$ cat src/rtl/user_conv3x3_pkg.sv
`default_nettype none
// ============================================================================
//  Module      : user_conv3x3_pkg
//  Description : Shared types and constants for the 3x3 convolution
//                accelerator: OBI bus structs, register byte offsets, kernel
//                selection enum, FSM state enum, fixed Sobel/Prewitt kernels
//                and a byte-enable merge helper.
//  Ports       : none (package)
//  Revision    : 1.0 - initial release
// ============================================================================
package user_conv3x3_pkg;

    // ------------------------------------------------------------------------
    // OBI bus configuration and default request/response structs
    // ------------------------------------------------------------------------
    typedef struct packed {
        int unsigned AddrWidth;
        int unsigned DataWidth;
        int unsigned IdWidth;
    } obi_cfg_t;

    localparam int unsigned C_OBI_AW = 32;
    localparam int unsigned C_OBI_DW = 32;
    localparam int unsigned C_OBI_IW = 4;

    localparam obi_cfg_t ObiDefaultConfig = '{
        AddrWidth: C_OBI_AW,
        DataWidth: C_OBI_DW,
        IdWidth:   C_OBI_IW
    };

    typedef struct packed {
        logic [C_OBI_AW-1:0]   addr;
        logic                  we;
        logic [C_OBI_DW/8-1:0] be;
        logic [C_OBI_DW-1:0]   wdata;
        logic [C_OBI_IW-1:0]   aid;
    } conv_obi_a_t;

    typedef struct packed {
        logic        req;
        conv_obi_a_t a;
    } conv_obi_req_t;

    typedef struct packed {
        logic [C_OBI_DW-1:0] rdata;
        logic [C_OBI_IW-1:0] rid;
        logic                err;
    } conv_obi_r_t;

    typedef struct packed {
        logic        gnt;
        logic        rvalid;
        conv_obi_r_t r;
    } conv_obi_rsp_t;

    // ------------------------------------------------------------------------
    // Register map (byte offsets within the 256-byte window)
    // ------------------------------------------------------------------------
    localparam logic [7:0] C_OFF_PIX0      = 8'h00;
    localparam logic [7:0] C_OFF_PIX_LAST  = 8'h20;
    localparam logic [7:0] C_OFF_COEF0     = 8'h24;
    localparam logic [7:0] C_OFF_COEF_LAST = 8'h44;
    localparam logic [7:0] C_OFF_MODE      = 8'h48;
    localparam logic [7:0] C_OFF_CTRL      = 8'h4C;
    localparam logic [7:0] C_OFF_STATUS    = 8'h50;
    localparam logic [7:0] C_OFF_RESULT    = 8'h54;
    localparam logic [7:0] C_OFF_THRESH    = 8'h58;

    localparam int unsigned C_NUM_TAPS = 9;

    typedef enum logic [1:0] {
        MODE_SOBEL   = 2'd0,
        MODE_PREWITT = 2'd1,
        MODE_CUSTOM  = 2'd2,
        MODE_RSVD    = 2'd3
    } mode_e;

    typedef enum logic [1:0] {
        S_IDLE  = 2'd0,
        S_ACCUM = 2'd1,
        S_FINAL = 2'd2
    } state_e;

    // ------------------------------------------------------------------------
    // Fixed kernels, row-major. Three signed bits hold +/-2.
    // ------------------------------------------------------------------------
    localparam int unsigned C_KERN_W = 3;
    typedef logic signed [C_KERN_W-1:0] kcoef_t;

    localparam kcoef_t C_SOBEL_KX [C_NUM_TAPS] = '{
        -3'sd1, 3'sd0, 3'sd1,
        -3'sd2, 3'sd0, 3'sd2,
        -3'sd1, 3'sd0, 3'sd1
    };
    localparam kcoef_t C_SOBEL_KY [C_NUM_TAPS] = '{
        -3'sd1, -3'sd2, -3'sd1,
         3'sd0,  3'sd0,  3'sd0,
         3'sd1,  3'sd2,  3'sd1
    };
    localparam kcoef_t C_PREWITT_KX [C_NUM_TAPS] = '{
        -3'sd1, 3'sd0, 3'sd1,
        -3'sd1, 3'sd0, 3'sd1,
        -3'sd1, 3'sd0, 3'sd1
    };
    localparam kcoef_t C_PREWITT_KY [C_NUM_TAPS] = '{
        -3'sd1, -3'sd1, -3'sd1,
         3'sd0,  3'sd0,  3'sd0,
         3'sd1,  3'sd1,  3'sd1
    };

    // Byte-lane merge of a write into the current read view of a register.
    function automatic logic [31:0] be_merge(input logic [31:0] old_val,
                                             input logic [31:0] new_val,
                                             input logic [3:0]  be);
        logic [31:0] mask;
        for (int i = 0; i < 4; i++) begin
            mask[i*8 +: 8] = {8{be[i]}};
        end
        return (old_val & ~mask) | (new_val & mask);
    endfunction

endpackage
`default_nettype wire

$ cat src/rtl/user_conv3x3_mac.sv
`default_nettype none
// ============================================================================
//  Module      : user_conv3x3_mac
//  Description : Dual signed multiply-accumulate for the horizontal (gx) and
//                vertical (gy) gradients, one tap per enabled cycle.
//  Ports       : clk_i, rst_ni       clock / async active-low reset
//                clear_i             synchronous clear of both accumulators
//                en_i                accumulate current tap
//                pixel_i             unsigned pixel (zero-extended)
//                kx_i, ky_i          signed coefficients (sign-extended)
//                gx_o, gy_o          signed accumulators
//  Revision    : 1.0 - initial release
// ============================================================================
module user_conv3x3_mac #(
    parameter int unsigned PixelWidth = 8,
    parameter int unsigned CoefWidth  = 4,
    parameter int unsigned AccWidth   = 16
) (
    input  logic                        clk_i,
    input  logic                        rst_ni,
    input  logic                        clear_i,
    input  logic                        en_i,
    input  logic [PixelWidth-1:0]       pixel_i,
    input  logic signed [CoefWidth-1:0] kx_i,
    input  logic signed [CoefWidth-1:0] ky_i,
    output logic signed [AccWidth-1:0]  gx_o,
    output logic signed [AccWidth-1:0]  gy_o
);

    logic signed [AccWidth-1:0] w_pix_ext;
    logic signed [AccWidth-1:0] w_kx_ext;
    logic signed [AccWidth-1:0] w_ky_ext;
    logic signed [AccWidth-1:0] gx_q, gx_d;
    logic signed [AccWidth-1:0] gy_q, gy_d;

    assign w_pix_ext = $signed(AccWidth'(pixel_i));
    assign w_kx_ext  = AccWidth'(kx_i);
    assign w_ky_ext  = AccWidth'(ky_i);

    always_comb begin
        gx_d = gx_q;
        gy_d = gy_q;
        if (clear_i) begin
            gx_d = '0;
            gy_d = '0;
        end else if (en_i) begin
            gx_d = gx_q + w_pix_ext * w_kx_ext;
            gy_d = gy_q + w_pix_ext * w_ky_ext;
        end
    end

    always_ff @(posedge clk_i or negedge rst_ni) begin
        if (!rst_ni) begin
            gx_q <= '0;
            gy_q <= '0;
        end else begin
            gx_q <= gx_d;
            gy_q <= gy_d;
        end
    end

    assign gx_o = gx_q;
    assign gy_o = gy_q;

endmodule
`default_nettype wire

$ cat src/rtl/user_conv3x3.sv
`default_nettype none
// ============================================================================
//  Module      : user_conv3x3
//  Description : OBI-slave 3x3 convolution accelerator. Holds the register
//                file, OBI decode and the IDLE/ACCUM/FINAL sequencer; the
//                arithmetic lives in user_conv3x3_mac.
//  Ports       : clk_i      clock
//                rst_ni     asynchronous active-low reset
//                obi_req_i  OBI request (always granted)
//                obi_rsp_o  OBI response, one cycle after handshake
//                irq_o      level interrupt = done & irq_en
//  Revision    : 1.0 - initial release
// ============================================================================
module user_conv3x3
    import user_conv3x3_pkg::*;
#(
    parameter obi_cfg_t    ObiCfg     = ObiDefaultConfig,
    parameter type         obi_req_t  = conv_obi_req_t,
    parameter type         obi_rsp_t  = conv_obi_rsp_t,
    parameter int unsigned PixelWidth = 8,
    parameter int unsigned CoeffWidth = 4
) (
    input  logic     clk_i,
    input  logic     rst_ni,
    input  obi_req_t obi_req_i,
    output obi_rsp_t obi_rsp_o,
    output logic     irq_o
);

    localparam int unsigned AccWidth = PixelWidth + CoeffWidth + 4;
    // The MAC coefficient port must hold both custom and fixed (+/-2) taps.
    localparam int unsigned MacCoefW = (CoeffWidth > C_KERN_W) ? CoeffWidth : C_KERN_W;

    // ------------------------------------------------------------------------
    // Captured request (address phase) presented in the response cycle
    // ------------------------------------------------------------------------
    logic                         rvalid_q;
    logic                         we_q;
    logic [7:0]                   addr_q;
    logic [3:0]                   be_q;
    logic [31:0]                  wdata_q;
    logic [ObiCfg.IdWidth-1:0]    rid_q;
    logic                         w_unused_addr_hi;

    assign w_unused_addr_hi = ^obi_req_i.a.addr[31:8];

    always_ff @(posedge clk_i or negedge rst_ni) begin
        if (!rst_ni) begin
            rvalid_q <= 1'b0;
            we_q     <= 1'b0;
            addr_q   <= '0;
            be_q     <= '0;
            wdata_q  <= '0;
            rid_q    <= '0;
        end else begin
            rvalid_q <= obi_req_i.req;
            if (obi_req_i.req) begin
                we_q    <= obi_req_i.a.we;
                addr_q  <= obi_req_i.a.addr[7:0];
                be_q    <= obi_req_i.a.be;
                wdata_q <= obi_req_i.a.wdata;
                rid_q   <= obi_req_i.a.aid;
            end
        end
    end

    // ------------------------------------------------------------------------
    // Register file state
    // ------------------------------------------------------------------------
    logic [PixelWidth-1:0] pix_q  [C_NUM_TAPS];
    logic [CoeffWidth-1:0] coef_q [C_NUM_TAPS];
    mode_e                 mode_q;
    logic                  irq_en_q;
    logic [31:0]           thresh_q;
    logic [AccWidth:0]     result_q;
    logic                  done_q;
    logic                  edge_q;

    state_e                state_q, state_d;
    logic [3:0]            tap_q, tap_d;
    logic                  w_busy;

    assign w_busy = (state_q != S_IDLE);

    // ------------------------------------------------------------------------
    // Address decode and read view of the addressed register
    // ------------------------------------------------------------------------
    logic        w_hit_pix;
    logic        w_hit_coef;
    logic [3:0]  w_pix_idx;
    logic [3:0]  w_coef_idx;
    logic        w_mapped;
    logic [31:0] w_rd_view;
    logic [31:0] w_wr_val;

    assign w_hit_pix  = (addr_q <= C_OFF_PIX_LAST);
    assign w_hit_coef = (addr_q >= C_OFF_COEF0) && (addr_q <= C_OFF_COEF_LAST);
    assign w_pix_idx  = 4'(addr_q[7:2]);
    assign w_coef_idx = 4'(addr_q[7:2] - C_OFF_COEF0[7:2]);

    always_comb begin
        w_rd_view = '0;
        w_mapped  = 1'b1;
        if (addr_q[1:0] != 2'b00) begin
            w_mapped = 1'b0;
        end else if (w_hit_pix) begin
            w_rd_view = 32'(pix_q[w_pix_idx]);
        end else if (w_hit_coef) begin
            w_rd_view = 32'(coef_q[w_coef_idx]);
        end else begin
            case (addr_q)
                C_OFF_MODE:   w_rd_view = 32'(mode_q);
                C_OFF_CTRL:   w_rd_view = {30'b0, irq_en_q, 1'b0};
                C_OFF_STATUS: w_rd_view = {29'b0, edge_q, done_q, w_busy};
                C_OFF_RESULT: w_rd_view = 32'(result_q);
                C_OFF_THRESH: w_rd_view = thresh_q;
                default:      w_mapped  = 1'b0;
            endcase
        end
    end

    assign w_wr_val = be_merge(w_rd_view, wdata_q, be_q);

    // ------------------------------------------------------------------------
    // Access legality and write strobes (all qualified by the response cycle)
    // ------------------------------------------------------------------------
    logic w_err;
    logic w_wr_pix, w_wr_coef, w_wr_mode, w_wr_ctrl, w_wr_thresh;
    logic w_start, w_clr_done, w_start_bit;

    assign w_start_bit = be_q[0] & wdata_q[0];

    always_comb begin
        w_err       = 1'b0;
        w_wr_pix    = 1'b0;
        w_wr_coef   = 1'b0;
        w_wr_mode   = 1'b0;
        w_wr_ctrl   = 1'b0;
        w_wr_thresh = 1'b0;
        w_start     = 1'b0;
        w_clr_done  = 1'b0;
        if (rvalid_q) begin
            if (!w_mapped) begin
                w_err = 1'b1;
            end else if (we_q) begin
                if (w_hit_pix) begin
                    w_err    = w_busy;
                    w_wr_pix = !w_busy;
                end else if (w_hit_coef) begin
                    w_err     = w_busy;
                    w_wr_coef = !w_busy;
                end else begin
                    case (addr_q)
                        C_OFF_MODE: begin
                            if (w_busy || (w_wr_val[1:0] == MODE_RSVD)) begin
                                w_err = 1'b1;
                            end else begin
                                w_wr_mode = 1'b1;
                            end
                        end
                        C_OFF_CTRL: begin
                            // A start while busy rejects the whole write.
                            if (w_busy && w_start_bit) begin
                                w_err = 1'b1;
                            end else begin
                                w_wr_ctrl = 1'b1;
                                w_start   = w_start_bit;
                            end
                        end
                        C_OFF_STATUS: w_clr_done  = be_q[0] & wdata_q[1];
                        C_OFF_THRESH: w_wr_thresh = 1'b1;
                        default:      w_err       = 1'b1;
                    endcase
                end
            end
        end
    end

    always_comb begin
        obi_rsp_o          = '0;
        obi_rsp_o.gnt      = obi_req_i.req;
        obi_rsp_o.rvalid   = rvalid_q;
        obi_rsp_o.r.rid    = rid_q;
        obi_rsp_o.r.err    = w_err;
        obi_rsp_o.r.rdata  = (rvalid_q && !we_q && !w_err) ? w_rd_view : '0;
    end

    // ------------------------------------------------------------------------
    // Sequencer
    // ------------------------------------------------------------------------
    logic w_mac_clear, w_mac_en, w_final;

    always_comb begin
        state_d     = state_q;
        tap_d       = tap_q;
        w_mac_clear = 1'b0;
        w_mac_en    = 1'b0;
        w_final     = 1'b0;
        case (state_q)
            S_IDLE: begin
                if (w_start) begin
                    state_d     = S_ACCUM;
                    tap_d       = '0;
                    w_mac_clear = 1'b1;
                end
            end
            S_ACCUM: begin
                w_mac_en = 1'b1;
                if (tap_q == 4'(C_NUM_TAPS - 1)) begin
                    state_d = S_FINAL;
                end else begin
                    tap_d = tap_q + 4'd1;
                end
            end
            S_FINAL: begin
                w_final = 1'b1;
                state_d = S_IDLE;
            end
            default: state_d = S_IDLE;
        endcase
    end

    always_ff @(posedge clk_i or negedge rst_ni) begin
        if (!rst_ni) begin
            state_q <= S_IDLE;
            tap_q   <= '0;
        end else begin
            state_q <= state_d;
            tap_q   <= tap_d;
        end
    end

    // ------------------------------------------------------------------------
    // Kernel coefficient selection for the current tap
    // ------------------------------------------------------------------------
    logic signed [MacCoefW-1:0] w_kx, w_ky;

    always_comb begin
        w_kx = '0;
        w_ky = '0;
        case (mode_q)
            MODE_SOBEL: begin
                w_kx = MacCoefW'(C_SOBEL_KX[tap_q]);
                w_ky = MacCoefW'(C_SOBEL_KY[tap_q]);
            end
            MODE_PREWITT: begin
                w_kx = MacCoefW'(C_PREWITT_KX[tap_q]);
                w_ky = MacCoefW'(C_PREWITT_KY[tap_q]);
            end
            MODE_CUSTOM: begin
                w_kx = MacCoefW'($signed(coef_q[tap_q]));
            end
            default: ;
        endcase
    end

    logic signed [AccWidth-1:0] w_gx, w_gy;

    user_conv3x3_mac #(
        .PixelWidth (PixelWidth),
        .CoefWidth  (MacCoefW),
        .AccWidth   (AccWidth)
    ) u_mac (
        .clk_i   (clk_i),
        .rst_ni  (rst_ni),
        .clear_i (w_mac_clear),
        .en_i    (w_mac_en),
        .pixel_i (pix_q[tap_q]),
        .kx_i    (w_kx),
        .ky_i    (w_ky),
        .gx_o    (w_gx),
        .gy_o    (w_gy)
    );

    // Magnitude: the accumulator range never reaches its most-negative code,
    // so a plain negate is a safe absolute value.
    logic [AccWidth-1:0] w_abs_x, w_abs_y;
    logic [AccWidth:0]   w_mag;
    logic                w_edge;

    assign w_abs_x = w_gx[AccWidth-1] ? $unsigned(-w_gx) : $unsigned(w_gx);
    assign w_abs_y = w_gy[AccWidth-1] ? $unsigned(-w_gy) : $unsigned(w_gy);
    assign w_mag   = {1'b0, w_abs_x} + {1'b0, w_abs_y};
    assign w_edge  = (32'(w_mag) >= thresh_q);

    // ------------------------------------------------------------------------
    // Register file updates
    // ------------------------------------------------------------------------
    always_ff @(posedge clk_i or negedge rst_ni) begin
        if (!rst_ni) begin
            for (int i = 0; i < C_NUM_TAPS; i++) begin
                pix_q[i]  <= '0;
                coef_q[i] <= '0;
            end
            mode_q   <= MODE_SOBEL;
            irq_en_q <= 1'b0;
            thresh_q <= '0;
            result_q <= '0;
            done_q   <= 1'b0;
            edge_q   <= 1'b0;
        end else begin
            if (w_wr_pix) begin
                pix_q[w_pix_idx] <= w_wr_val[PixelWidth-1:0];
            end
            if (w_wr_coef) begin
                coef_q[w_coef_idx] <= w_wr_val[CoeffWidth-1:0];
            end
            if (w_wr_mode) begin
                mode_q <= mode_e'(w_wr_val[1:0]);
            end
            if (w_wr_ctrl) begin
                irq_en_q <= w_wr_val[1];
            end
            if (w_wr_thresh) begin
                thresh_q <= w_wr_val;
            end
            // FINAL has priority so a concurrent W1C cannot lose a completion.
            if (w_final) begin
                result_q <= w_mag;
                edge_q   <= w_edge;
                done_q   <= 1'b1;
            end else if (w_start) begin
                edge_q   <= 1'b0;
                done_q   <= 1'b0;
            end else if (w_clr_done) begin
                done_q   <= 1'b0;
            end
        end
    end

    assign irq_o = done_q & irq_en_q;

endmodule
`default_nettype wire

$ cat config.mk
export PLATFORM = sky130hd
export DESIGN_NAME = user_conv3x3
export DESIGN_NICKNAME = d
export VERILOG_FILES = /design/src/rtl/user_conv3x3_pkg.sv /design/src/rtl/user_conv3x3_mac.sv /design/src/rtl/user_conv3x3.sv
export SDC_FILE = /design/constraint.sdc
export NUM_CORES = 1
export LEC_CHECK = 0
export BUFFER_PORTS_ARGS = -buffer_cell sky130_fd_sc_hd__buf_4
export CAP_MARGIN = 20
export CORE_ASPECT_RATIO = 0.5
export CORE_MARGIN = 2
export CORE_UTILIZATION = 51
export DETAILED_ROUTE_END_ITERATION = 10
export PLACE_DENSITY_LB_ADDON = 0.05
export SLEW_MARGIN = 20
export SYNTH_ARGS = -nofsm -noshare
export SYNTH_HDL_FRONTEND = slang
export SYNTH_SLANG_ARGS = --single-unit
$ cat constraint.sdc
create_clock -name clk_i -period 12.6 [get_ports clk_i]
set_clock_uncertainty 0.1 [all_clocks]
set_input_delay 2.52 -clock clk_i [delete_from_list [all_inputs] [get_ports clk_i]]
set_output_delay 2.52 -clock clk_i [all_outputs]
set_load 0.005 [all_outputs]
==> flow_metrics.tcl, run 1 <==
set metrics [dict create \
    die_y_microns 134 \
    cp.required_ns 12.99 \
    maxSlewViolCount 0 \
    area_growth_pct 11.1 \
    detail_route.first_pass.iterations 5 \
    cts_tree "yes" \
    cp-start-kind "flop" \
    cts_buffers 25 \
    worstPathArrival_ns 8.30 \
    tightest_slew_ns 1.06 \
    critical_path_peak_fanout 30 \
    drive_gt1_share_pct 22.4 \
    finalPower_uw 2250 \
    peakVddDrop_mv 0.0759 \
    cts.path.max_buffers 3 \
    synth_top_cell_by_area "dfrtp_1" \
    max-cap-violations 0 \
    vias 13110 \
    post-route-min-period_ns 7.91 \
    ys_types 78 \
    place_hpwl_mm 32.7 \
    max_freq_mhz 126 \
    ios 116 \
    tns_ns 0 \
    async_flop_share_pct 100 \
    power_density_nw_per_um2 117 \
    grt_pass1_wl_mm 72.3 \
    portBuffers 91 \
    yosysWarnings 0 \
    hold_path.class "flop to flop" \
    grt_pass1_vias 13084 \
    initial_core_util_pct 52.0 \
    status "completed" \
    hold_start "wdata_q[30]" \
    grt_setup_unrepaired "false" \
    grt_max_degree 95 \
    dieArea_sq_um 35400 \
    row_count 47 \
    clock_latency_ns 0.56 \
    slowest_stage "mux4_2" \
    synth_enable_flop_cells 0 \
    min_to "thresh_q[30]" \
    hold_depth 1 \
    htreeDepth 1 \
    drt-initial-drc-count 999 \
    diodes 0 \
    post_cts_buffers 0 \
    mappedNetlistArea_sq_um 17200 \
    netlist.area_leader.share_pct 36.3 \
    r2r-start "tap_q[0]" \
    finalHoldViolations 0 \
    cp-end-kind "flop" \
    dp.cells 2148 \
    cts.sinks 250 \
    core_sq_um 33200 \
    wl_per_cell_microns 20.3 \
    leakagePower_uw 0.00912 \
    fill_cells 2838 \
    ys_ff_latch 250 \
    grt_overflow 0 \
    syn_area_per_cell_sq_um 10.3 \
    place_congestion 0.877 \
    route.detailed.drc 0 \
    detail-route-antenna-nets 0 \
    synthCells 1673 \
    routed_wirelength_mm 44.6 \
    path_class "flop to flop" \
    max_slew_margin_pct 29.2 \
    syn-num-nets 1901 \
    r2r-end "u_mac.gx_o[15]" \
    die_w_microns 264 \
    setup_violations 0 \
    yosysMostFrequentCell "dfrtp_1" \
    cpPeakStageDelay_ns 0.60 \
    r2r_cells 27 \
    crit_path_frequent_cell "a21oi_1" \
    synthFlopType "dfrtp_1" \
    fin_cells 2195 \
    clk_pin_slew_ns 0.07 \
    cts_resized 0 \
    cts.hold.buffers_added 0 \
    post-route-period-util_pct 62.8 \
    rrSetupSlack_ns 4.69 \
    synthTopCellsByArea "dfrtp_1, mux2_2, ha_1" \
    via_per_inst 5.97 \
    clockRootBuffer "clkbuf_16" \
    yosys-top-cells-count "dfrtp_1, mux2_2, nand2_1" \
    grt.total_usage_pct 25.7 \
    antenna_found_initial 0 \
    layout.nets 1964 \
    whs_ns 0.400 \
    place_worst_setup_slack_ns 4.70 \
    fin_ws_ns 4.69 \
    synth_seq_area_share_pct 36.3 \
]
==> power by group <==
part | total (uW) | switching [uW] | internal (uW)
sequential | 845 | 19.9 | 825
combinational | 618 | 367 | 250
clock | 787 | 343 | 444
total | 2250 | 731 | 1520
==> worst max-delay path, delay by kind of cell, from the launching register on <==
family | cells | cell delay (ns)
adders and majority gates | 6 | 2.42
AOI/OAI and AO/OA | 9 | 1.94
and+or+nand+nor | 6 | 1.21
muxes | 2 | 0.81
buffers and inverters | 3 | 0.77
DFF | 1 | 0.32
xor gates and xnor gates | 1 | 0.22
==> cell usage in the layout (no fill, tap or decap), types with 12 or more instances in the layout <==
cell       synthesis  routed
and2_1            23      23
nor2b_1           13      13
xnor2_1           49      49
dfrtp_1          250     250
ha_1             123     123
mux2i_1           20      20
a211oi_1          12      12
nand3_1           23      23
clkbuf_16          0      25
o31ai_1           15      15
a21o_1            24      24
o21ai_0           98      98
nand2b_1          15      15
nor3_1            27      27
nand2_1          168     168
mux2_2           168     168
a21oi_1           75      75
nor2_1           121     121
o22ai_1           12      12
fa_1              29      29
and3_1            12      12
inv_1             73      73
xor2_1            29      29
buf_4              6     107
mux4_2            48      48
==> layer usage <==
layer	vias to the layer above	wire, microns	GRT usage (%)
met2	308	20300	40.8
met4	0	739	4.51
met3	53	2190	4.11
li1	6174	-	-
met5	-	0	0
met1	6575	21400	37.7
==> worst max path at each step <==
stage / start / end / slack (ns) / cells past startpoint
2_1_floorplan: tap_q[0] / u_mac.gx_o[15] / 5.49 / 29
3_3_place_gp: tap_q[0] / u_mac.gx_o[15] / 4.78 / 24
3_5_place_dp: tap_q[0] / u_mac.gx_o[15] / 4.70 / 24
4_1_cts: tap_q[0] / u_mac.gx_o[15] / 4.68 / 24
5_1_grt: tap_q[0] / u_mac.gx_o[15] / 4.14 / 24
6_report: tap_q[0] / u_mac.gx_o[15] / 4.69 / 27
==> layout make-up <==
class / instances / area (sq um) / share of cell area, %
Multi-Input combinational cell: 1273 / 10400 / 54.1
Sequential cell: 250 / 6260 / 32.6
Timing Repair Buffer: 111 / 868 / 4.53
Clock buffer: 33 / 676 / 3.53
Tap cell: 441 / 552 / 2.88
Inverter: 75 / 282 / 1.47
Clock inverter: 12 / 164 / 0.855
==> sequential cells by signal (all words and copies together), names as in the netlist, 8 cells and up <==
signal	count
thresh_q	32
coef_q	36
wdata_q	32
pix_q	72
u_mac.gx_o	16
addr_q	8
u_mac.gy_o	16
result_q	17
==> kinds of logic (layout without fill, tap and decap cells) <==
family                     count (synthesis)  count (layout)  share of synthesized area [%]
xor gates and xnor gates                  79              79                           4.06
and+or+nand+nor                          458             458                           12.5
adders and majority gates                152             152                           12.3
buffers and inverters                    150             231                           3.61
DFF                                      250             250                           36.3
AOI/OAI and AO/OA                        348             348                           12.9
muxes                                    236             236                           18.4
==> stage by stage <==
step	utilization, %	instance area [sq um]
after floorplan	-	17200
after global placement	55.1	18300
after detailed placement	55.1	18300
after CTS	57.7	19100
after global routing	57.8	19200
final	57.8	19200
Note: power is estimated with default switching activity, not from simulation.
==> run 2, diff against run 1 <==
- clock period: 12.6 -> 7.2 ns (I/O delays scaled with it)
==> flow_metrics.tcl, run 2 (same netlist as run 1, synthesis figures left out) <==
set metrics [dict create \
    status "completed" \
    finalHoldViolations 0 \
    row_count 47 \
    area_growth_pct 12.6 \
    ios 116 \
    grt.total_usage_pct 25.3 \
    die_y_microns 134 \
    htreeDepth 1 \
    critical_path_peak_fanout 7 \
    diodes 0 \
    cts_tree "yes" \
    clk_pin_slew_ns 0.07 \
    core_sq_um 33200 \
    routed_wirelength_mm 45.1 \
    cts.hold.buffers_added 0 \
    wl_per_cell_microns 20.3 \
    grt_overflow 0 \
    power_switching_uw 1270 \
    tns_ns 0 \
    power_density_nw_per_um2 205 \
    max_freq_mhz 145 \
    finalPower_uw 3980 \
    layout_common_cells "dfrtp_1, nand2_1, mux2_2" \
    tightest_slew_ns 1.00 \
    swShare_pct 32.0 \
    via_per_inst 5.99 \
    drive_gt1_share_pct 24.1 \
    maxSlewViolCount 0 \
    top_regs "pix_q x72, coef_q x36" \
    leakagePower_uw 0.00923 \
    cts_buffers 25 \
    hold_path.class "flop to flop" \
    regMostFlops "pix_q" \
    peakVddDrop_mv 0.170 \
    route.detailed.drc 0 \
    drt-initial-drc-count 907 \
    detail_route.first_pass.iterations 5 \
    vias 13281 \
    max-cap-violations 0 \
    place_congestion 0.870 \
    grt_pass1_vias 12966 \
    detail-route-antenna-nets 0 \
    portBuffers 91 \
    grt_max_degree 88 \
    path_class "flop to flop" \
    largest_reg_flops 72 \
    cts.path.max_buffers 3 \
    placed_area_sq_um 18500 \
    fill_cells 2843 \
    clockRootBuffer "clkbuf_16" \
    combPwrFrac_pct 28.2 \
    dieArea_sq_um 35400 \
    cp-start-kind "flop" \
    cp-end-kind "flop" \
    max_slew_margin_pct 33.3 \
    post-route-period-util_pct 96.1 \
    layout.nets 1987 \
    worstPathArrival_ns 7.30 \
    stdcell_area_sq_um 19400 \
    cts.sinks 250 \
    power.share.clock_pct 34.5 \
    seqPwrFrac_pct 37.3 \
    final_common_cell "dfrtp_1" \
    cp.required_ns 7.59 \
    post-route-min-period_ns 6.92 \
    die_w_microns 264 \
    initial_core_util_pct 52.0 \
    setup_violations 0 \
    grt_pass1_wl_mm 70.8 \
    antenna_found_initial 0 \
    place_hpwl_mm 33.0 \
    intPower_uw 2710 \
    clock_latency_ns 0.56 \
]
-- run 2: cell count changes in the layout (fill, tap and decap cells not counted), sizes merged --
cell	before	now
clkinvlp	1	2
buf	111	132
clkbuf	33	40
inv	76	75
bufinv	3	1
clkinv	7	2
-- run 2: worst max-delay path, stage by stage, from the launching register on --
cell       delay (ns)
dfrtp_2          0.47
clkbuf_16        0.20
mux4_2           0.51
mux2i_2          0.21
o21ai_1          0.16
a22oi_2          0.25
or2_2            0.16
fa_1             0.45
fa_1             0.54
inv_1            0.05
fa_1             0.46
ha_1             0.24
fa_1             0.42
a21o_1           0.20
a21oi_1          0.19
o21bai_1         0.11
a21oi_2          0.17
o21bai_1         0.08
a21oi_1          0.17
xnor2_1          0.20
ha_1             0.30
and3_1           0.18
a21oi_1          0.16
nand3_1          0.11
and3_1           0.19
or4_1            0.46
nand3_1          0.09
-- run 2: cell type report --
cell class | count | area, sq um | area share [%]
clock buffers | 38 | 774 | 3.99
clock inverters | 5 | 70.1 | 0.361
inverters | 75 | 282 | 1.45
multi-input cells | 1273 | 10400 | 53.6
flip-flops and latches | 250 | 6260 | 32.2
well taps | 441 | 552 | 2.84
repair buffers | 134 | 1070 | 5.53
-- run 2: worst paths after layout --
kind	start	to	slack (ns)	cells after the start
worst max-delay path	tap_q[0]	u_mac.gx_o[15]	0.28	26
worst min-delay path	pix_q[8]	pix_q[8]	0.40	2
worst max register to register	tap_q[0]	u_mac.gx_o[15]	0.28	26
worst min register to register	pix_q[8]	pix_q[8]	0.40	2
max in group asynchronous	rst_ni	pix_q[14]	4.69	2
min in group asynchronous	rst_ni	result_q[13]	0.79	1
-- run 2: repair_timing --
item | 4_1_cts | 5_1_grt
setup endpoints to repair | 0 | 2
gates resized for setup | 0 | 14
setup buffers | 0 | 3
-- run 2: per-stage QoR --
stage,utilization [%],hold WS (ns),instances,setup slack [ns]
6_report,58.5,0.404,2216,0.284
5_1_grt,58.5,0.410,2216,-0.0238
4_1_cts,58.2,0.405,2211,0.163
3_5_place_dp,55.6,0.390,2168,0.206
3_3_place_gp,55.6,0.375,2168,0.264
2_1_floorplan,-,0.350,1673,0.0890
-- run 2: power by group through the flow --
stage | Sequential (uW) | Combinational [uW] | Clock, uW
after floorplan | 1490 | 792 | 0
after detailed placement | 1510 | 1090 | 0
final | 1480 | 1120 | 1370
after global routing | 1490 | 1250 | 1460
after global placement | 1510 | 1060 | 0
after CTS | 1480 | 1100 | 1400
-- run 2: routing by layer --
metal | vias up | routed length (microns) | track usage (%)
met3 | 75 | 2540 | 4.41
met5 | - | 0 | 0
met4 | 0 | 1050 | 6.53
met2 | 343 | 19800 | 38.4
met1 | 6637 | 21600 | 37.5
li1 | 6226 | - | -
